$ cat src/rtl/rv_pipe_pkg.sv
// Shared pipeline constants: RV32I major opcodes, forwarding-select encodings
// and the shadow-stage record used by the hazard controller.
package rv_pipe_pkg;

    localparam logic [6:0] OP_LUI    = 7'b0110111;
    localparam logic [6:0] OP_AUIPC  = 7'b0010111;
    localparam logic [6:0] OP_JAL    = 7'b1101111;
    localparam logic [6:0] OP_JALR   = 7'b1100111;
    localparam logic [6:0] OP_BRANCH = 7'b1100011;
    localparam logic [6:0] OP_LOAD   = 7'b0000011;
    localparam logic [6:0] OP_STORE  = 7'b0100011;
    localparam logic [6:0] OP_OPIMM  = 7'b0010011;
    localparam logic [6:0] OP_OP     = 7'b0110011;

    localparam logic [1:0] FWD_RF    = 2'b00;
    localparam logic [1:0] FWD_EXMEM = 2'b01;
    localparam logic [1:0] FWD_MEMWB = 2'b10;

    typedef struct packed {
        logic       valid;
        logic [4:0] rd;
        logic       wr;
        logic       ld;
    } stage_t;

    // MEM is the younger producer, so it takes precedence over WB.
    function automatic logic [1:0] fwd_pick(input logic used, input logic [4:0] src,
                                            input stage_t mem, input stage_t wb);
        logic [1:0] sel;
        sel = FWD_RF;
        if (used && src != 5'd0) begin
            if (mem.valid && mem.wr && mem.rd == src)
                sel = FWD_EXMEM;
            else if (wb.valid && wb.wr && wb.rd == src)
                sel = FWD_MEMWB;
        end
        return sel;
    endfunction

endpackage

$ cat src/rtl/opcode_class.sv
// Combinational opcode classifier: which register fields an instruction
// reads or writes, and whether it is a load.
module opcode_class
    import rv_pipe_pkg::*;
(
    input  logic [6:0] opcode,
    output logic       uses_rs1,
    output logic       uses_rs2,
    output logic       writes_rd,
    output logic       is_load
);

    always_comb begin
        uses_rs1  = 1'b0;
        uses_rs2  = 1'b0;
        writes_rd = 1'b0;
        is_load   = 1'b0;
        case (opcode)
            OP_LUI, OP_AUIPC, OP_JAL: writes_rd = 1'b1;
            OP_JALR, OP_OPIMM: begin
                uses_rs1  = 1'b1;
                writes_rd = 1'b1;
            end
            OP_BRANCH, OP_STORE: begin
                uses_rs1 = 1'b1;
                uses_rs2 = 1'b1;
            end
            OP_LOAD: begin
                uses_rs1  = 1'b1;
                writes_rd = 1'b1;
                is_load   = 1'b1;
            end
            OP_OP: begin
                uses_rs1  = 1'b1;
                uses_rs2  = 1'b1;
                writes_rd = 1'b1;
            end
            default: ;
        endcase
    end

endmodule

$ cat src/rtl/hazard_ctrl.sv
// Pipeline hazard controller: tracks EX/MEM/WB in shadow registers to produce
// stall/flush/freeze controls, operand forwarding selects and perf counters.
module hazard_ctrl
    import rv_pipe_pkg::*;
#(
    parameter int CNT_W = 32
) (
    input  logic             clk,
    input  logic             rst,
    input  logic             id_valid,
    input  logic [6:0]       id_opcode,
    input  logic [4:0]       id_rs1_addr,
    input  logic [4:0]       id_rs2_addr,
    input  logic [4:0]       id_rd_addr,
    input  logic             ex_branch_taken,
    input  logic             mem_busy,
    output logic             pc_stall,
    output logic             if_id_stall,
    output logic             if_id_flush,
    output logic             id_ex_bubble,
    output logic             pipe_freeze,
    output logic [1:0]       fwd_a_sel,
    output logic [1:0]       fwd_b_sel,
    output logic [CNT_W-1:0] stall_cnt,
    output logic [CNT_W-1:0] flush_cnt
);

    logic             w_uses_rs1, w_uses_rs2, w_writes_rd, w_is_load;
    logic             w_load_use;
    stage_t           r_ex, r_mem, r_wb;
    logic [4:0]       r_ex_rs1, r_ex_rs2;
    logic             r_ex_use1, r_ex_use2;
    logic             r_active;
    logic [CNT_W-1:0] r_stall_cnt, r_flush_cnt;

    opcode_class u_opcode_class (
        .opcode    (id_opcode),
        .uses_rs1  (w_uses_rs1),
        .uses_rs2  (w_uses_rs2),
        .writes_rd (w_writes_rd),
        .is_load   (w_is_load)
    );

    assign w_load_use = id_valid && r_ex.valid && r_ex.ld && r_ex.wr && (r_ex.rd != 5'd0) &&
                        ((w_uses_rs1 && id_rs1_addr == r_ex.rd) ||
                         (w_uses_rs2 && id_rs2_addr == r_ex.rd));

    // r_active holds every output quiet for the first cycle after reset release.
    always_comb begin
        pc_stall     = 1'b0;
        if_id_stall  = 1'b0;
        if_id_flush  = 1'b0;
        id_ex_bubble = 1'b0;
        pipe_freeze  = 1'b0;
        fwd_a_sel    = FWD_RF;
        fwd_b_sel    = FWD_RF;
        if (r_active) begin
            if (mem_busy) begin
                pipe_freeze = 1'b1;
                pc_stall    = 1'b1;
                if_id_stall = 1'b1;
            end else if (ex_branch_taken) begin
                if_id_flush  = 1'b1;
                id_ex_bubble = 1'b1;
            end else if (w_load_use) begin
                pc_stall     = 1'b1;
                if_id_stall  = 1'b1;
                id_ex_bubble = 1'b1;
            end
            if (r_ex.valid) begin
                fwd_a_sel = fwd_pick(r_ex_use1, r_ex_rs1, r_mem, r_wb);
                fwd_b_sel = fwd_pick(r_ex_use2, r_ex_rs2, r_mem, r_wb);
            end
        end
    end

    always_ff @(posedge clk or posedge rst) begin
        if (rst) begin
            r_ex        <= '0;
            r_mem       <= '0;
            r_wb        <= '0;
            r_ex_rs1    <= '0;
            r_ex_rs2    <= '0;
            r_ex_use1   <= 1'b0;
            r_ex_use2   <= 1'b0;
            r_active    <= 1'b0;
            r_stall_cnt <= '0;
            r_flush_cnt <= '0;
        end else begin
            r_active <= 1'b1;
            if (pc_stall)
                r_stall_cnt <= r_stall_cnt + CNT_W'(1);
            if (if_id_flush)
                r_flush_cnt <= r_flush_cnt + CNT_W'(1);
            if (!pipe_freeze) begin
                r_wb      <= r_mem;
                r_mem     <= r_ex;
                r_ex      <= '{valid: id_valid && !id_ex_bubble, rd: id_rd_addr,
                               wr: w_writes_rd, ld: w_is_load};
                r_ex_rs1  <= id_rs1_addr;
                r_ex_rs2  <= id_rs2_addr;
                r_ex_use1 <= w_uses_rs1;
                r_ex_use2 <= w_uses_rs2;
            end
        end
    end

    assign stall_cnt = r_stall_cnt;
    assign flush_cnt = r_flush_cnt;

endmodule
$ cat config.mk
export PLATFORM = sky130hd
export DESIGN_NAME = hazard_ctrl
export DESIGN_NICKNAME = d
export VERILOG_FILES = /design/src/rtl/rv_pipe_pkg.sv /design/src/rtl/opcode_class.sv /design/src/rtl/hazard_ctrl.sv
export SDC_FILE = /design/constraint.sdc
export NUM_CORES = 1
export LEC_CHECK = 0
export BUFFER_PORTS_ARGS = -buffer_cell sky130_fd_sc_hd__buf_4
export CORE_ASPECT_RATIO = 1.2
export CORE_MARGIN = 2
export CORE_UTILIZATION = 55
export CTS_BUF_LIST = sky130_fd_sc_hd__clkbuf_8
export CTS_CLUSTER_SIZE = 8
export DETAILED_ROUTE_END_ITERATION = 12
export HOLD_SLACK_MARGIN = 0.02
export PLACE_DENSITY = 0.8
export SETUP_SLACK_MARGIN = 0.02
export SYNTH_ARGS = -nofsm -noshare
export SYNTH_HDL_FRONTEND = slang
export SYNTH_SLANG_ARGS = --single-unit
$ cat constraint.sdc
create_clock -name clk -period 9.3 [get_ports clk]
set_clock_uncertainty 0.05 [all_clocks]
set_input_delay 0.93 -clock clk [delete_from_list [all_inputs] [get_ports clk]]
set_output_delay 0.93 -clock clk [all_outputs]
set_load 0.1 [all_outputs]
==> results.py, run 1 <==
metrics = {
    "run_status": {
        "status": "finished, final reports clean",
    },
    "detailed_routing": {
        "viasPerCell": 5.36,
        "wl_um": 10200,
        "drtIter0Drc": 156,
        "dr.pass1.iters": 4,
        "drc_errors": 0,
        "vias": 3632,
        "wl_per_cell_um": 15.1,
        "antenna_left": 0,
    },
    "clock_network": {
        "cts_root_buf": "clkbuf_8",
        "hold_buffers": 0,
        "cts_tree": "yes",
        "cts.path.max_buffers": 2,
        "clkTransAtPathRegs_ps": 90,
        "cts_buffers": 9,
        "cts_resized": 0,
        "cts_setup_buffers": 0,
        "htree_levels": 3,
        "clock-sinks": 99,
        "clk_latency_ps": 370,
    },
    "critical_path": {
        "cp_cell_sequence": "buf_4, or2_0, a211o_1, nor3_2, o21ai_2, o21ai_4, buf_4",
        "cp.depth": 7,
        "path_buf_inv": 2,
        "critical_path_arrival_ps": 3030,
        "startpoint": "id_opcode[2]",
        "path_max_fanout": 34,
        "crit_family": "compound AO/OA/AOI/OAI gates",
        "crit_top_cell": "buf_4",
        "critPathKind": "in2out",
        "reg2regPathDepth": 7,
        "slowest_stage": "o21ai_4",
        "timing.rr.start": "r_ex[3]",
        "critPathRequiredTime_ps": 8320,
        "end_kind": "output pin",
        "startpoint_type": "input port",
        "r2r_slack_ps": 6750,
        "cpPeakStageDelay_ps": 700,
    },
    "place": {
        "io_buffers": 99,
        "gp_congestion": 0.948,
        "dpl_cell_area_um2": 5510,
        "dp_hpwl_um": 7370,
    },
    "timing": {
        "drv_slew": 0,
        "finalHoldViolations": 0,
        "fin_tns_setup_ps": 0,
        "rsz0062_at_grt": "false",
        "relSlewSlack_pct": 31.6,
        "fin_crit_ps": 4010,
        "setup_violations": 0,
        "max_freq_mhz": 250,
        "fin_crit_sh_pct": 43.1,
        "worst_pin_slew_ps": 1020,
    },
    "cells_and_area": {
        "finish.utilization_pct": 69.8,
        "final_common_cell": "nand2_1",
        "num-fill-cells": 668,
        "n_antenna_cell": 0,
        "layout.nets": 587,
        "final_cell_mix": "116 x nand2_1, 101 x buf_4, 99 x dfrtp_1",
        "layout-drive-gt1-share_pct": 22.2,
        "synthToLayoutAreaGrowth_pct": 22.1,
        "design_area_um2": 5720,
    },
    "synthesis": {
        "synth-xor-area-share_pct": 17.2,
        "synthSimpleGateAreaFrac_pct": 24.6,
        "synthMuxAreaShare_pct": 0.481,
        "async_flop_share_pct": 100,
        "synthAdderAreaFrac_pct": 0.534,
        "synth_nets": 489,
        "ys_seq_area_share_pct": 52.9,
        "netlist_area_um2": 4680,
        "ys.flop_type": "dfrtp_1",
        "avgSynthCellArea_um2": 10.2,
        "ys_ff_latch": 99,
        "synth_edf_count": 0,
        "synth-compound-area-share_pct": 1.98,
        "synth_top_family_by_area": "simple AND/OR/NAND/NOR gates",
        "netlist_instances": 460,
        "yosys_warnings": 0,
        "ys_types": 37,
    },
    "global_routing": {
        "track_usage_pct": 22.7,
        "grt_max_degree": 62,
        "grt_pass1_vias": 3519,
        "grt.overflow.total": 0,
        "grt_pass1_wl_um": 16600,
        "antenna_found_initial": 0,
    },
    "power_and_ir_drop": {
        "finalPower_mw": 1.11,
        "power_density_nw_per_um2": 194,
        "ir_worst_vdd_v": 0.000125,
        "p_leak_nw": 2.80,
    },
    "floorplan": {
        "chipHeight_um": 105,
        "chipWidth_um": 88.2,
        "io_pins": 100,
        "die-area_um2": 9270,
        "rows": 36,
        "core_area_um2": 8200,
        "start_util_pct": 57.1,
    },
    "run": {
        "max_cap_viol_count": 0,
    },
    "min_path": {
        "hp-start": "stall_cnt[31]",
        "hp-class": "reg2reg",
        "hold_depth": 1,
    },
}
[stage by stage]
step	hold slack [ps]	cells	setup slack [ps]
6_report	429	677	5290
5_1_grt	449	677	5180
4_1_cts	431	677	5310
3_5_place_dp	418	661	5320
3_3_place_gp	405	661	5330
2_1_floorplan	389	460	5280
[path summary, 6_finish.rpt]
| check | endpoint |
|---|---|
| setup / recovery | if_id_stall |
| hold / removal | stall_cnt[31] |
| setup reg to reg | stall_cnt[25] |
| hold reg to reg | stall_cnt[31] |
| max in group asynchronous | r_ex_rs1[4] |
| min in group asynchronous | flush_cnt[25] |
[cells by family after synthesis]
kind of cell	count (synthesis)
flip-flops	99
buffers and inverters	20
multiplexers	2
AND/OR/NAND/NOR	231
XOR/XNOR	92
AO/OA/AOI/OAI	13
other	1
adder cells (fa/ha/maj)	2
[flip-flops by register name, summed over array words and instances (netlist names)]
register,flops
r_active,1
flush_cnt,32
r_ex,8
r_ex_use2,1
r_ex_rs2,5
r_mem,7
r_wb,7
r_ex_use1,1
stall_cnt,32
r_ex_rs1,5
[Yosys cell counts, types with 2 or more instances]
cell type	n	area, um2
and2_1	4	25.0
nand4b_1	2	17.5
buf_2	2	10.0
xnor2_1	68	596
ha_1	2	25.0
and3_1	16	100
inv_1	6	22.5
nor2_1	9	33.8
nor3_1	7	35.0
clkbuf_1	8	30.0
and4_1	8	70.1
o21ai_0	7	35.0
nor4_1	5	31.3
nand2_1	116	435
or4_1	3	22.5
nand4_1	24	150
dfrtp_1	99	2480
nand3_1	26	130
and3b_1	2	17.5
nand2b_1	2	12.5
nor3b_2	2	25.0
buf_6	3	33.8
nor3_2	2	20.0
xor2_1	24	210
[layout make-up]
| cell class | count | area, um2 | area share, % |
|---|---|---|---|
| Clock buffer | 12 | 165 | 2.89 |
| Sequential cell | 99 | 2480 | 43.3 |
| Inverter | 6 | 25.0 | 0.438 |
| Tap cell | 114 | 143 | 2.49 |
| Clock inverter | 4 | 48.8 | 0.853 |
| Timing Repair Buffer | 101 | 758 | 13.3 |
| Multi-Input combinational cell | 341 | 2100 | 36.8 |
[where the power goes]
group          switching, mW  leakage [nW]  internal [mW]
logic                  0.223          1.40         0.0747
registers             0.0507          1.30          0.464
clock network          0.149         0.106          0.146
[worst register-to-register path, cell delays in order (launching register included)]
cell     delay [ps]
dfrtp_1         470
xnor2_1         170
nand3_1          80
nor3_1          330
o21ai_2         150
o21ai_4         700
nor3b_2         350
xor2_1          170
[layer usage]
metal	vias up	GRT usage (%)	share of wire (%)
met2	106	37.2	51
li1	1733	-	-
met4	0	8.98	1.8
met3	16	4.58	5.2
met5	-	0	0
met1	1777	29.2	42
No activity file was read; power rests on OpenSTA's default activity.
==> run 2: changes to the inputs <==
==> constraint.sdc (replaced) <==
create_clock -name clk -period 4 [get_ports clk]
set_clock_uncertainty 0.05 [all_clocks]
set_input_delay 0.4 -clock clk [delete_from_list [all_inputs] [get_ports clk]]
set_output_delay 0.4 -clock clk [all_outputs]
set_load 0.1 [all_outputs]
==> run 2 against run 1 <==
Compared with the run above: register-to-register slack got worse by 5200 ps; clock-buffer cell count decreased by 2; critical endpoint unchanged; total power increased by 130%; global-route usage increased by 0.10 points; final area decreased by 0.20%.
==> results.py, run 2 (synthesis gave the netlist of run 1 again) <==
metrics = {
    "clock_network": {
        "cts_resized": 0,
        "cts_tree": "yes",
        "cts_root_buf": "clkbuf_8",
        "hold_buffers": 0,
        "htree_levels": 3,
        "clkTransAtPathRegs_ps": 90,
        "cts_setup_buffers": 0,
        "cts_buffers": 9,
        "cts.path.max_buffers": 2,
        "clock-sinks": 99,
        "clk_latency_ps": 350,
    },
    "detailed_routing": {
        "antenna_left": 0,
        "wl_um": 10100,
        "drtIter0Drc": 162,
        "vias": 3601,
        "dr.pass1.iters": 4,
        "wl_per_cell_um": 14.9,
        "viasPerCell": 5.30,
        "drc_errors": 0,
    },
    "power_and_ir_drop": {
        "combPwrFrac_pct": 27.8,
        "finalPower_mw": 2.50,
        "p_leak_nw": 2.82,
        "intPower_mw": 1.55,
        "ir_worst_vdd_v": 0.000269,
        "pwr-share-clk_pct": 24.5,
        "power_density_nw_per_um2": 439,
        "p_sw_uw": 953,
        "sw_frac_of_total_pct": 38.0,
        "power.share.sequential_pct": 47.7,
    },
    "critical_path": {
        "r2r_end": "stall_cnt[25]",
        "startpoint": "r_ex[3]",
        "cp.depth": 6,
        "crit_path_end": "if_id_stall",
        "end_kind": "output pin",
        "reg2regPathDepth": 8,
        "critical_path_arrival_ps": 2390,
        "timing.rr.start": "r_ex[3]",
        "critPathKind": "reg2out",
        "cpPeakStageDelay_ps": 470,
        "r2r_slack_ps": 1530,
        "path_max_fanout": 15,
        "slowest_stage": "dfrtp_1",
        "crit_family": "compound AO/OA/AOI/OAI gates",
        "startpoint_type": "flop",
        "cp_cell_sequence": "xnor2_1, nand3_1, nor3_1, o21ai_2, o21ai_4, buf_4",
        "path_buf_inv": 1,
        "critPathRequiredTime_ps": 3550,
    },
    "min_path": {
        "hp-class": "in2async",
    },
    "floorplan": {
        "start_util_pct": 57.1,
        "core_area_um2": 8200,
        "chipHeight_um": 105,
        "rows": 36,
        "io_pins": 100,
        "die-area_um2": 9270,
        "chipWidth_um": 88.2,
    },
    "timing": {
        "worst_pin_slew_ps": 843,
        "setup_violations": 0,
        "fin_crit_ps": 2840,
        "whs_ps": 182,
        "rsz0062_at_grt": "false",
        "drv_slew": 0,
        "finalHoldViolations": 0,
        "relSlewSlack_pct": 43.8,
        "max_freq_mhz": 352,
        "fin_crit_sh_pct": 71.0,
        "fin_tns_setup_ps": 0,
    },
    "global_routing": {
        "grt_pass1_vias": 3519,
        "grt.overflow.total": 0,
        "antenna_found_initial": 0,
        "track_usage_pct": 22.8,
        "grt_max_degree": 72,
        "grt_pass1_wl_um": 16700,
    },
    "cells_and_area": {
        "layout.nets": 589,
        "design_area_um2": 5710,
        "layout.cells.non_filler": 679,
        "n_antenna_cell": 0,
        "layout-drive-gt1-share_pct": 21.9,
        "synthToLayoutAreaGrowth_pct": 21.9,
        "final_common_cell": "nand2_1",
        "final_cell_mix": "116 x nand2_1, 103 x buf_4, 99 x dfrtp_1",
    },
    "place": {
        "io_buffers": 99,
        "post-place-cells": 663,
        "gp_congestion": 0.891,
        "dp_hpwl_um": 7430,
        "dpl_cell_area_um2": 5520,
    },
    "run": {
        "max_cap_viol_count": 0,
    },
    "run_status": {
        "status": "finished, final reports clean",
    },
}
==> run 2: cell type report <==
type | count | area, um2
clock inverter | 6 | 50.0
timing repair buffer | 103 | 773
sequential | 99 | 2480
clock buffer | 10 | 138
inverter | 6 | 25.0
fill | 657 | 2490
multi-input combinational | 341 | 2100
tap | 114 | 143
==> run 2: layer usage <==
metal	wire [um]	vias up	global-route usage, %
met2	5120	98	37.6
met1	4360	1738	29.6
met3	444	13	5.45
met4	153	0	6.82
met5	0	-	0
li1	-	1752	-
==> run 2: how the worst min path moves through the flow <==
stage | startpoint | endpoint | slack, ps | cells after the start
6_report | rst | flush_cnt[30] | 180 | 2
2_1_floorplan | r_wb[7] | r_wb[7] | 390 | 2
3_5_place_dp | r_wb[7] | r_wb[7] | 410 | 2
3_3_place_gp | r_wb[1] | r_wb[1] | 410 | 2
5_1_grt | id_rd_addr[1] | r_ex[3] | 170 | 3
4_1_cts | id_rd_addr[3] | r_ex[5] | 170 | 3
==> run 2: power by group through the flow <==
stage | Sequential (mW) | Clock, mW | Combinational (mW)
6_report | 1.19 | 0.614 | 0.697
5_1_grt | 1.21 | 0.674 | 0.735
4_1_cts | 1.19 | 0.630 | 0.702
3_5_place_dp | 1.21 | 0 | 0.699
3_3_place_gp | 1.21 | 0 | 0.686
2_1_floorplan | 1.54 | 0 | 0.189
==> run 2: per-stage QoR <==
stage / worst slack, ps / utilization [%]
floorplan: 508 / -
global placement: 1410 / 67.3
detailed placement: 1390 / 67.3
CTS: 1140 / 69.6
global route: 971 / 69.6
finish: 1160 / 69.6
==> run 3: changes to the inputs <==
--- a/config.mk
+++ b/config.mk
@@ -8,12 +8,12 @@
 export BUFFER_PORTS_ARGS = -buffer_cell sky130_fd_sc_hd__buf_4
 export CORE_ASPECT_RATIO = 1.2
 export CORE_MARGIN = 2
-export CORE_UTILIZATION = 55
+export CORE_UTILIZATION = 51
 export CTS_BUF_LIST = sky130_fd_sc_hd__clkbuf_8
 export CTS_CLUSTER_SIZE = 8
 export DETAILED_ROUTE_END_ITERATION = 12
 export HOLD_SLACK_MARGIN = 0.02
-export PLACE_DENSITY = 0.8
+export PLACE_DENSITY = 0.78
 export SETUP_SLACK_MARGIN = 0.02
 export SYNTH_ARGS = -nofsm -noshare
 export SYNTH_HDL_FRONTEND = slang
==> constraint.sdc (replaced) <==
create_clock -name clk -period 2.4 [get_ports clk]
set_clock_uncertainty 0.05 [all_clocks]
set_input_delay 0.24 -clock clk [delete_from_list [all_inputs] [get_ports clk]]
set_output_delay 0.24 -clock clk [all_outputs]
set_load 0.1 [all_outputs]
==> run 3 against run 2 <==
Compared with the run above: the run now ends with setup timing left; clock power increased by 71%; cell count increased by 4.1%; total power increased by 71%; via count increased by 4.4%; clock-buffer cell count decreased by 1; hold slack got worse by 150 ps; first-iteration DRC count decreased by 2.5%; non-clock buffer count increased by 22; critical path depth increased by 1; final area increased by 6.2%; largest cell class unchanged; highest routed layer unchanged.
==> results.py, run 3 (synthesis gave the netlist of run 1 again) <==
metrics = {
    "critical_path": {
        "critical_path_arrival_ps": 2110,
        "slowest_stage": "or4_4",
        "path_buf_inv": 1,
        "critPathKind": "reg2out",
        "startpoint_type": "flop",
        "crit_family": "simple AND/OR/NAND/NOR gates",
        "critPathRequiredTime_ps": 2110,
        "end_kind": "output pin",
        "cp_cell_sequence": "or4_4, nor2_4, nor3_2, o21ai_2, nand2b_1, and3b_2, buf_12",
        "r2r_slack_ps": 60,
        "path_max_fanout": 4,
        "cpPeakStageDelay_ps": 550,
    },
    "cells_and_area": {
        "final_cell_mix": "116 x nand2_1, 112 x buf_4, 78 x dfrtp_1",
        "layout-drive-gt1-share_pct": 29.8,
        "multiInputGateArea_um2": 2160,
        "final_common_cell": "nand2_1",
        "ff_latch_area_um2": 2500,
        "layout.nets": 611,
        "num-fill-cells": 694,
        "synthToLayoutAreaGrowth_pct": 29.4,
        "n_antenna_cell": 0,
    },
    "global_routing": {
        "grt_pass1_wl_um": 17100,
        "grt.overflow.total": 0,
        "grt_max_degree": 42,
        "track_usage_pct": 21.6,
        "antenna_found_initial": 0,
        "grt_pass1_vias": 3704,
    },
    "timing": {
        "fin_tns_setup_ps": -3.03,
        "setup_ws_ps": -3.03,
        "worst_pin_slew_ps": 689,
        "relSlewSlack_pct": 54.0,
        "setup_violations": 1,
        "fin_crit_sh_pct": 100,
        "finalHoldViolations": 0,
        "rsz0062_at_grt": "true",
        "drv_slew": 0,
        "fin_crit_ps": 2400,
        "max_freq_mhz": 416,
    },
    "floorplan": {
        "core_area_um2": 8990,
        "die-area_um2": 9970,
        "start_util_pct": 52.1,
        "rows": 38,
        "chipHeight_um": 109,
        "io_pins": 100,
        "chipWidth_um": 91.5,
    },
    "detailed_routing": {
        "dr.pass1.iters": 4,
        "drc_errors": 0,
        "wl_um": 10600,
        "vias": 3758,
        "wl_per_cell_um": 15.0,
        "antenna_left": 0,
        "viasPerCell": 5.32,
        "drtIter0Drc": 158,
    },
    "run_status": {
        "violations": "setup timing",
        "status": "complete, but fails checks",
    },
    "clock_network": {
        "clock-sinks": 99,
        "cts_tree": "yes",
        "cts_root_buf": "clkbuf_8",
        "clk_latency_ps": 360,
        "htree_levels": 3,
        "cts_buffers": 9,
        "cts.path.max_buffers": 2,
        "clkTransAtPathRegs_ps": 90,
    },
    "place": {
        "dp_hpwl_um": 7710,
        "io_buffers": 99,
        "gp_congestion": 0.839,
        "pre_cts_ws_ps": 163,
    },
    "power_and_ir_drop": {
        "pwr-share-clk_pct": 24.6,
        "ir_worst_vdd_v": 0.000334,
        "intPower_mw": 2.61,
        "p_leak_nw": 2.90,
        "sw_frac_of_total_pct": 38.9,
        "combPwrFrac_pct": 28.8,
        "power.share.sequential_pct": 46.6,
        "p_sw_mw": 1.66,
        "power_density_nw_per_um2": 706,
    },
    "run": {
        "max_cap_viol_count": 0,
    },
    "min_path": {
        "hp-class": "in2reg",
    },
}
==> run 3: layer usage <==
metal	track usage, %	wire length (um)
met5	0	0
met4	12.3	387
met3	4.15	470
met2	37.2	5470
met1	25.4	4270
==> run 3: final timing paths <==
kind / start / to / depth (start not counted)
hold reg to reg: flush_cnt[31] / flush_cnt[31] / 1
max in group asynchronous: rst / flush_cnt[13] / 4
setup / recovery: r_ex[2] / id_ex_bubble / 7
setup reg to reg: r_ex[2] / stall_cnt[25] / 10
hold / removal: id_rd_addr[1] / r_ex[3] / 3
min in group asynchronous: rst / flush_cnt[25] / 3
==> run 3: cell type report <==
type | instances | area share [%]
Inverter | 6 | 0.495
Sequential cell | 99 | 41.3
Tap cell | 120 | 2.48
Multi-Input combinational cell | 341 | 35.6
Timing Repair Buffer | 125 | 16.9
Clock inverter | 7 | 1.16
Clock buffer | 9 | 2.04
==> run 3: what timing repair did <==
| action | 4_1_cts | 5_1_grt |
|---|---|---|
| gates resized for setup | 12 | 12 |
| pin swaps | 2 | 1 |
| hold endpoints to repair | 33 | 0 |
| hold buffers | 6 | 0 |
| setup endpoints to repair | 5 | 8 |
| buffers inserted | 4 | 7 |
==> run 3: worst register-to-register path: stages, from the launching register on <==
cell	delay [ps]
dfrtp_2	430
buf_4	140
xnor2_1	170
nand3_1	150
nor4_2	210
o21ai_2	120
o21ai_4	250
buf_4	190
buf_4	170
nor3b_2	210
xor2_1	160
==> run 3: power by group through the flow <==
stage               clock (mW)  sequential (mW)  combinational (mW)
floorplan                    0             2.58               0.320
global placement             0             2.02                1.17
detailed placement           0             2.02                1.20
CTS                       1.08             2.00                1.22
global route              1.15             2.02                1.30
finish                    1.05             1.99                1.23
==> run 3: metrics by stage <==
step | std cells | power [mW] | hold slack, ps | utilization, % | area (um2)
2_1_floorplan | 460 | 2.90 | 303 | - | 4740
3_3_place_gp | 674 | 3.18 | 323 | 62.8 | 5640
3_5_place_dp | 674 | 3.22 | 335 | 62.8 | 5640
4_1_cts | 700 | 4.30 | 20.4 | 66.4 | 5970
5_1_grt | 707 | 4.46 | 40.2 | 67.5 | 6060
6_report | 707 | 4.28 | 33.0 | 67.5 | 6060
